--- config.mk ---
export PLATFORM = sky130hd
export DESIGN_NAME = mul_seq_32bit
export DESIGN_NICKNAME = d
export VERILOG_FILES = /design/src/rtl/mul_seq_32bit.sv
export SDC_FILE = /design/constraint.sdc
export NUM_CORES = 1
export LEC_CHECK = 0
export BUFFER_PORTS_ARGS = -buffer_cell sky130_fd_sc_hd__buf_2
export CORE_UTILIZATION = 35
export DETAILED_ROUTE_END_ITERATION = 8
export PLACE_DENSITY = 0.63
export REMOVE_ABC_BUFFERS = 1
export SYNTH_ARGS = -nofsm -noshare
export SYNTH_HDL_FRONTEND = slang
export SYNTH_HIERARCHICAL = 1
export SYNTH_SLANG_ARGS = --single-unit
--- constraint.sdc ---
create_clock -name clk -period 16.8 [get_ports clk]
set_clock_uncertainty 0.05 [all_clocks]
set_input_delay 0 -clock clk [delete_from_list [all_inputs] [get_ports clk]]
set_output_delay 0 -clock clk [all_outputs]
set_load 0.03 [all_outputs]
--- src/rtl/mul_seq_32bit.sv ---
// Sequential 32x32 shift-add multiplier (32 iterations through one ripple adder).
// Optional signed support is enabled by defining MUL_SIGNED_EN (adds signed_op port and FIX state).

module adder_32bit (
   input  logic [31:0] i_x,
   input  logic [31:0] i_y,
   output logic [31:0] o_sum
);
   logic [31:0] w_c;

   assign w_c[0] = 1'b0;

   for (genvar gi = 0; gi < 32; gi++) begin : g_fa
      assign o_sum[gi] = i_x[gi] ^ i_y[gi] ^ w_c[gi];
      if (gi < 31) begin : g_carry
         assign w_c[gi+1] = (i_x[gi] & i_y[gi]) | (w_c[gi] & (i_x[gi] ^ i_y[gi]));
      end
   end
endmodule

module mul_seq_32bit (
   input  logic        clk,
   input  logic        rst_n,
   input  logic        in_valid,
   output logic        in_ready,
   input  logic [31:0] a,
   input  logic [31:0] b,
`ifdef MUL_SIGNED_EN
   input  logic        signed_op,
`endif
   output logic        out_valid,
   input  logic        out_ready,
   output logic [63:0] product,
   output logic        busy
);

`ifdef MUL_SIGNED_EN
   typedef enum logic [1:0] {S_IDLE, S_RUN, S_FIX, S_DONE} state_t;
`else
   typedef enum logic [1:0] {S_IDLE, S_RUN, S_DONE} state_t;
`endif

   state_t      r_state;
   state_t      w_state_nxt;
   logic [63:0] r_p;
   logic [31:0] r_mcand;
   logic [4:0]  r_cnt;
   logic [63:0] r_product;
   logic        w_last;

   logic [31:0] w_sum;
   logic        w_carry;
   logic [63:0] w_p_step;
   logic [31:0] w_mcand_in;
   logic [31:0] w_mplier_in;

`ifdef MUL_SIGNED_EN
   logic        r_neg;
   logic        w_neg_in;
   logic [63:0] w_p_fix;

   function automatic logic [31:0] abs32(input logic signed [31:0] v);
      // -(0x80000000) wraps to 0x80000000, which is the correct magnitude when read unsigned
      return v[31] ? 32'(-v) : 32'(v);
   endfunction

   assign w_mcand_in  = signed_op ? abs32(a) : a;
   assign w_mplier_in = signed_op ? abs32(b) : b;
   assign w_neg_in    = signed_op & (a[31] ^ b[31]);
   assign w_p_fix     = r_neg ? (~r_p + 64'd1) : r_p;
`else
   assign w_mcand_in  = a;
   assign w_mplier_in = b;
`endif

   adder_32bit u_adder (
      .i_x   (r_p[63:32]),
      .i_y   (r_mcand),
      .o_sum (w_sum)
   );

   // The adder has no carry port, so recover carry-out from the bit-31 operands and sum.
   assign w_carry  = (r_p[63] & r_mcand[31]) | ((r_p[63] | r_mcand[31]) & ~w_sum[31]);
   assign w_p_step = r_p[0] ? {w_carry, w_sum, r_p[31:1]} : {1'b0, r_p[63:1]};
   assign w_last   = (r_cnt == 5'd31);
   assign product  = r_product;

   always_ff @(posedge clk or negedge rst_n) begin
      if (!rst_n) begin
         r_state <= S_IDLE;
      end else begin
         r_state <= w_state_nxt;
      end
   end

   always_comb begin
      w_state_nxt = r_state;
      in_ready    = 1'b0;
      out_valid   = 1'b0;
      busy        = 1'b1;
      case (r_state)
         S_IDLE: begin
            in_ready = 1'b1;
            busy     = 1'b0;
            if (in_valid) w_state_nxt = S_RUN;
         end
         S_RUN: begin
`ifdef MUL_SIGNED_EN
            if (w_last) w_state_nxt = S_FIX;
`else
            if (w_last) w_state_nxt = S_DONE;
`endif
         end
`ifdef MUL_SIGNED_EN
         S_FIX: w_state_nxt = S_DONE;
`endif
         S_DONE: begin
            out_valid = 1'b1;
            if (out_ready) w_state_nxt = S_IDLE;
         end
         default: w_state_nxt = S_IDLE;
      endcase
   end

   always_ff @(posedge clk or negedge rst_n) begin
      if (!rst_n) begin
         r_p       <= 64'd0;
         r_mcand   <= 32'd0;
         r_cnt     <= 5'd0;
         r_product <= 64'd0;
`ifdef MUL_SIGNED_EN
         r_neg     <= 1'b0;
`endif
      end else begin
         case (r_state)
            S_IDLE: begin
               if (in_valid) begin
                  r_mcand <= w_mcand_in;
                  r_p     <= {32'd0, w_mplier_in};
                  r_cnt   <= 5'd0;
`ifdef MUL_SIGNED_EN
                  r_neg   <= w_neg_in;
`endif
               end
            end
            S_RUN: begin
               r_p   <= w_p_step;
               r_cnt <= r_cnt + 5'd1;
`ifndef MUL_SIGNED_EN
               if (w_last) r_product <= w_p_step;
`endif
            end
`ifdef MUL_SIGNED_EN
            S_FIX: begin
               r_p       <= w_p_fix;
               r_product <= w_p_fix;
            end
`endif
            default: ;
         endcase
      end
   end

endmodule
==> results.sh <==
export IMPL_boundaryPins=135
export IMPL_root_buffer="clkbuf_16"
export IMPL_cts_resized=0
export IMPL_die_area_sq_mm=0.0226
export IMPL_postCtsSetupBuffers=0
export IMPL_stdcell_area_sq_mm=0.00987
export IMPL_syn_area_per_cell_sq_um=12.2
export IMPL_grt_pass1_wl_um=29400
export IMPL_ir_drop_mv=0.0911
export IMPL_end_kind="flip-flop"
export IMPL_ant_nets=0
export IMPL_drc_errors=0
export IMPL_drive_above_1_share_pct=29.0
export IMPL_grt_start_max_net_pins=95
export IMPL_relSlewSlack_pct=31.8
export IMPL_syn_area_sq_mm=0.00770
export IMPL_cp_arrival_ns=13.66
export IMPL_tns_ns=0
export IMPL_final_nets=916
export IMPL_grt_ovfl_total=0
export IMPL_initial_core_util_pct=36.2
export IMPL_syn_to_final_growth_pct=28.1
export IMPL_vias_per_cell=4.84
export IMPL_cap_violations=0
export IMPL_wirelength_um=17900
export IMPL_required_ns=17.05
export IMPL_seq_area_frac_synth_pct=54.2
export IMPL_ys_seq_elements=167
export IMPL_wl_per_cell_um=16.2
export IMPL_die_w_um=150
export IMPL_crit_fanout=3
export IMPL_clkSinkCount=167
export IMPL_place_congestion=0.738
export IMPL_cts_buffers=17
export IMPL_slowest_stage="fa_1"
export IMPL_final_setup_viol_count=0
export IMPL_placed_area_sq_mm=0.00858
export IMPL_synth_warning_count=6
export IMPL_post_route_period_util_pct=79.8
export IMPL_worstMarginPinSlew_ns=1.02
export IMPL_n_antenna_cell=0
export IMPL_dp_cells=1005
export IMPL_synth_cell_type_count=36
export IMPL_slowest_delay_ns=0.43
export IMPL_max_freq_mhz=74.6
export IMPL_final_max_slew_viol_count=0
export IMPL_antenna_found_initial=0
export IMPL_die_y_um=150
export IMPL_clk_pin_slew_ns=0.07
export IMPL_critPathLaunchType="flip-flop"
export IMPL_r2r_setup_slack_ns=3.39
export IMPL_holdBufCountCts=66
export IMPL_rows=53
export IMPL_hold_violations=0
export IMPL_worstReg2RegEnd="r_p[63]"
export IMPL_cts_tree="built"
export IMPL_grtUsageTotal_pct=16.8
export IMPL_nFillCells=1925
export IMPL_ctsLongestPathBuffers=2
export IMPL_port_buffers=134
export IMPL_grt_pass1_vias=5597
export IMPL_synth_cells=629
export IMPL_dr_pass1_iters=4
export IMPL_reg2regPathDepth=37
export IMPL_hold_slack_ns=0.157
export IMPL_via_count=5334
export IMPL_power_density_mw_per_mm2=198
export IMPL_power_mw=1.95
export IMPL_synth_area_leaders="dfrtp_1 54%, fa_1 7.8%, o21ai_0 6.4%"
export IMPL_clkLatencyLatePin_ns=0.43
export IMPL_drt_initial_drc_count=295
export IMPL_crit_reg2reg_launch="r_p[32]"
export IMPL_fp_coreArea_sq_mm=0.0213
export IMPL_yosysTopAreaCell="dfrtp_1"
export IMPL_min_period_ns=13.41
export IMPL_yosysTopAreaCellShare_pct=54.2
export IMPL_dp_hpwl_um=11000
export IMPL_crit_path_frequent_cell="fa_1"
export IMPL_min_path_type="primary input to async pin"
export IMPL_crit_type="flip-flop to flip-flop"
export IMPL_p_leak_nw=4.64
export IMPL_htreeDepth=4
export IMPL_layout_cells_non_filler=1102
export IMPL_grt_setup_unrepaired="no"
export IMPL_status="complete, no violations"
[state kept, by name, indices dropped and copies added (netlist names)]
| register | cells |
|---|---|
| r_cnt | 5 |
| r_state | 2 |
| r_p | 64 |
| r_mcand | 32 |
| product | 64 |
[layer usage]
metal  GRT usage (%)  wire length, um
met1            22.8             8580
met2            26.4             8190
met3            4.97             1020
met4            3.94              112
met5               0                0
[worst max path at each step]
| stage | start | end | slack (ns) | cells after the start |
|---|---|---|---|---|
| final | r_p[32] | r_p[63] | 3.39 | 37 |
| after global routing | r_p[32] | r_p[63] | 2.92 | 37 |
| after CTS | r_p[32] | r_p[63] | 3.30 | 37 |
| after detailed placement | r_p[32] | r_p[63] | 3.36 | 37 |
| after global placement | r_p[32] | r_p[63] | 3.57 | 37 |
| after floorplan | r_p[32] | r_p[63] | 4.00 | 37 |
[per-stage QoR]
| step | worst slack [ns] | utilization, % |
|---|---|---|
| after floorplan | 4.00 | - |
| final | 3.39 | 46.4 |
| after global placement | 3.57 | 40.3 |
| after global routing | 2.92 | 46.4 |
| after CTS | 3.30 | 46.4 |
| after detailed placement | 3.36 | 40.3 |
[cell usage in the layout (no fill, tap or decap), types with 3 or more instances in the layout]
| master | Yosys | final |
|---|---|---|
| mux2i_1 | 32 | 32 |
| clkinv_4 | 0 | 3 |
| nand2_1 | 69 | 69 |
| o21ai_0 | 99 | 99 |
| buf_4 | 2 | 10 |
| inv_6 | 0 | 3 |
| mux2_1 | 6 | 6 |
| mux2_4 | 20 | 20 |
| mux2_2 | 37 | 37 |
| nor2b_1 | 33 | 31 |
| bufinv_16 | 0 | 4 |
| clkbuf_16 | 0 | 17 |
| buf_2 | 15 | 133 |
| dlygate4sd3_1 | 0 | 66 |
| inv_1 | 7 | 7 |
| fa_1 | 30 | 30 |
| a21oi_1 | 33 | 33 |
| ha_1 | 3 | 3 |
| a22oi_1 | 31 | 31 |
| dfrtp_1 | 167 | 166 |
[cells by family (layout without fill, tap and decap cells)]
family	after synthesis	in the layout	share of synthesized area, %
AOI/OAI and AO/OA	169	169	12.3
xor gates and xnor gates	2	2	0.422
adders and majority gates	34	34	8.41
buffers and inverters	51	249	3.49
DFF	167	167	54.2
muxes	95	95	14.3
and+or+nand+nor	111	111	6.81
[cell usage after synthesis]
cell and number:
dfrtp_1 167, o21ai_0 99, nand2_1 69, mux2_2 37, a21oi_1 33, nor2b_1 33, mux2i_1 32, a22oi_1 31
fa_1 30, clkbuf_1 22, mux2_4 20, buf_2 15, inv_1 7, mux2_1 6, ha_1 3, and3_1 2
buf_12 2, buf_4 2, nand2b_1 2, a221o_1 1, a22o_1 1, a32o_1 1, and2_4 1, buf_6 1
buf_8 1, inv_2 1, maj3_1 1, nand3_1 1, nand3b_1 1, nor2_1 1, o21ba_2 1, o21bai_1 1
o22ai_1 1, or2_4 1, xor2_1 1, xor3_1 1
[where the power goes]
group / switching, mW / internal (mW) / leakage (nW)
Clock: 0.168 / 0.255 / 0.313
Combinational: 0.445 / 0.348 / 2.21
Sequential: 0.151 / 0.585 / 2.11
[worst max-delay path, delay by kind of cell (launching register included)]
kind | cells | cell delay (ns)
adder cells (fa/ha/maj) | 32 | 12.14
AO/OA/AOI/OAI | 1 | 0.26
buffers and inverters | 3 | 0.20
flip-flops | 1 | 0.40
XOR/XNOR | 1 | 0.23
[layout make-up]
cell class,count,area (sq um),area share [%]
multi-input combinational,411,3270,33.1
inverter,8,30.0,0.304
clock buffer,18,439,4.45
sequential,167,4180,42.3
clock inverter,13,194,1.96
timing repair buffer,210,1410,14.3
tap,275,344,3.49
Note: power is estimated with default switching activity, not from simulation.
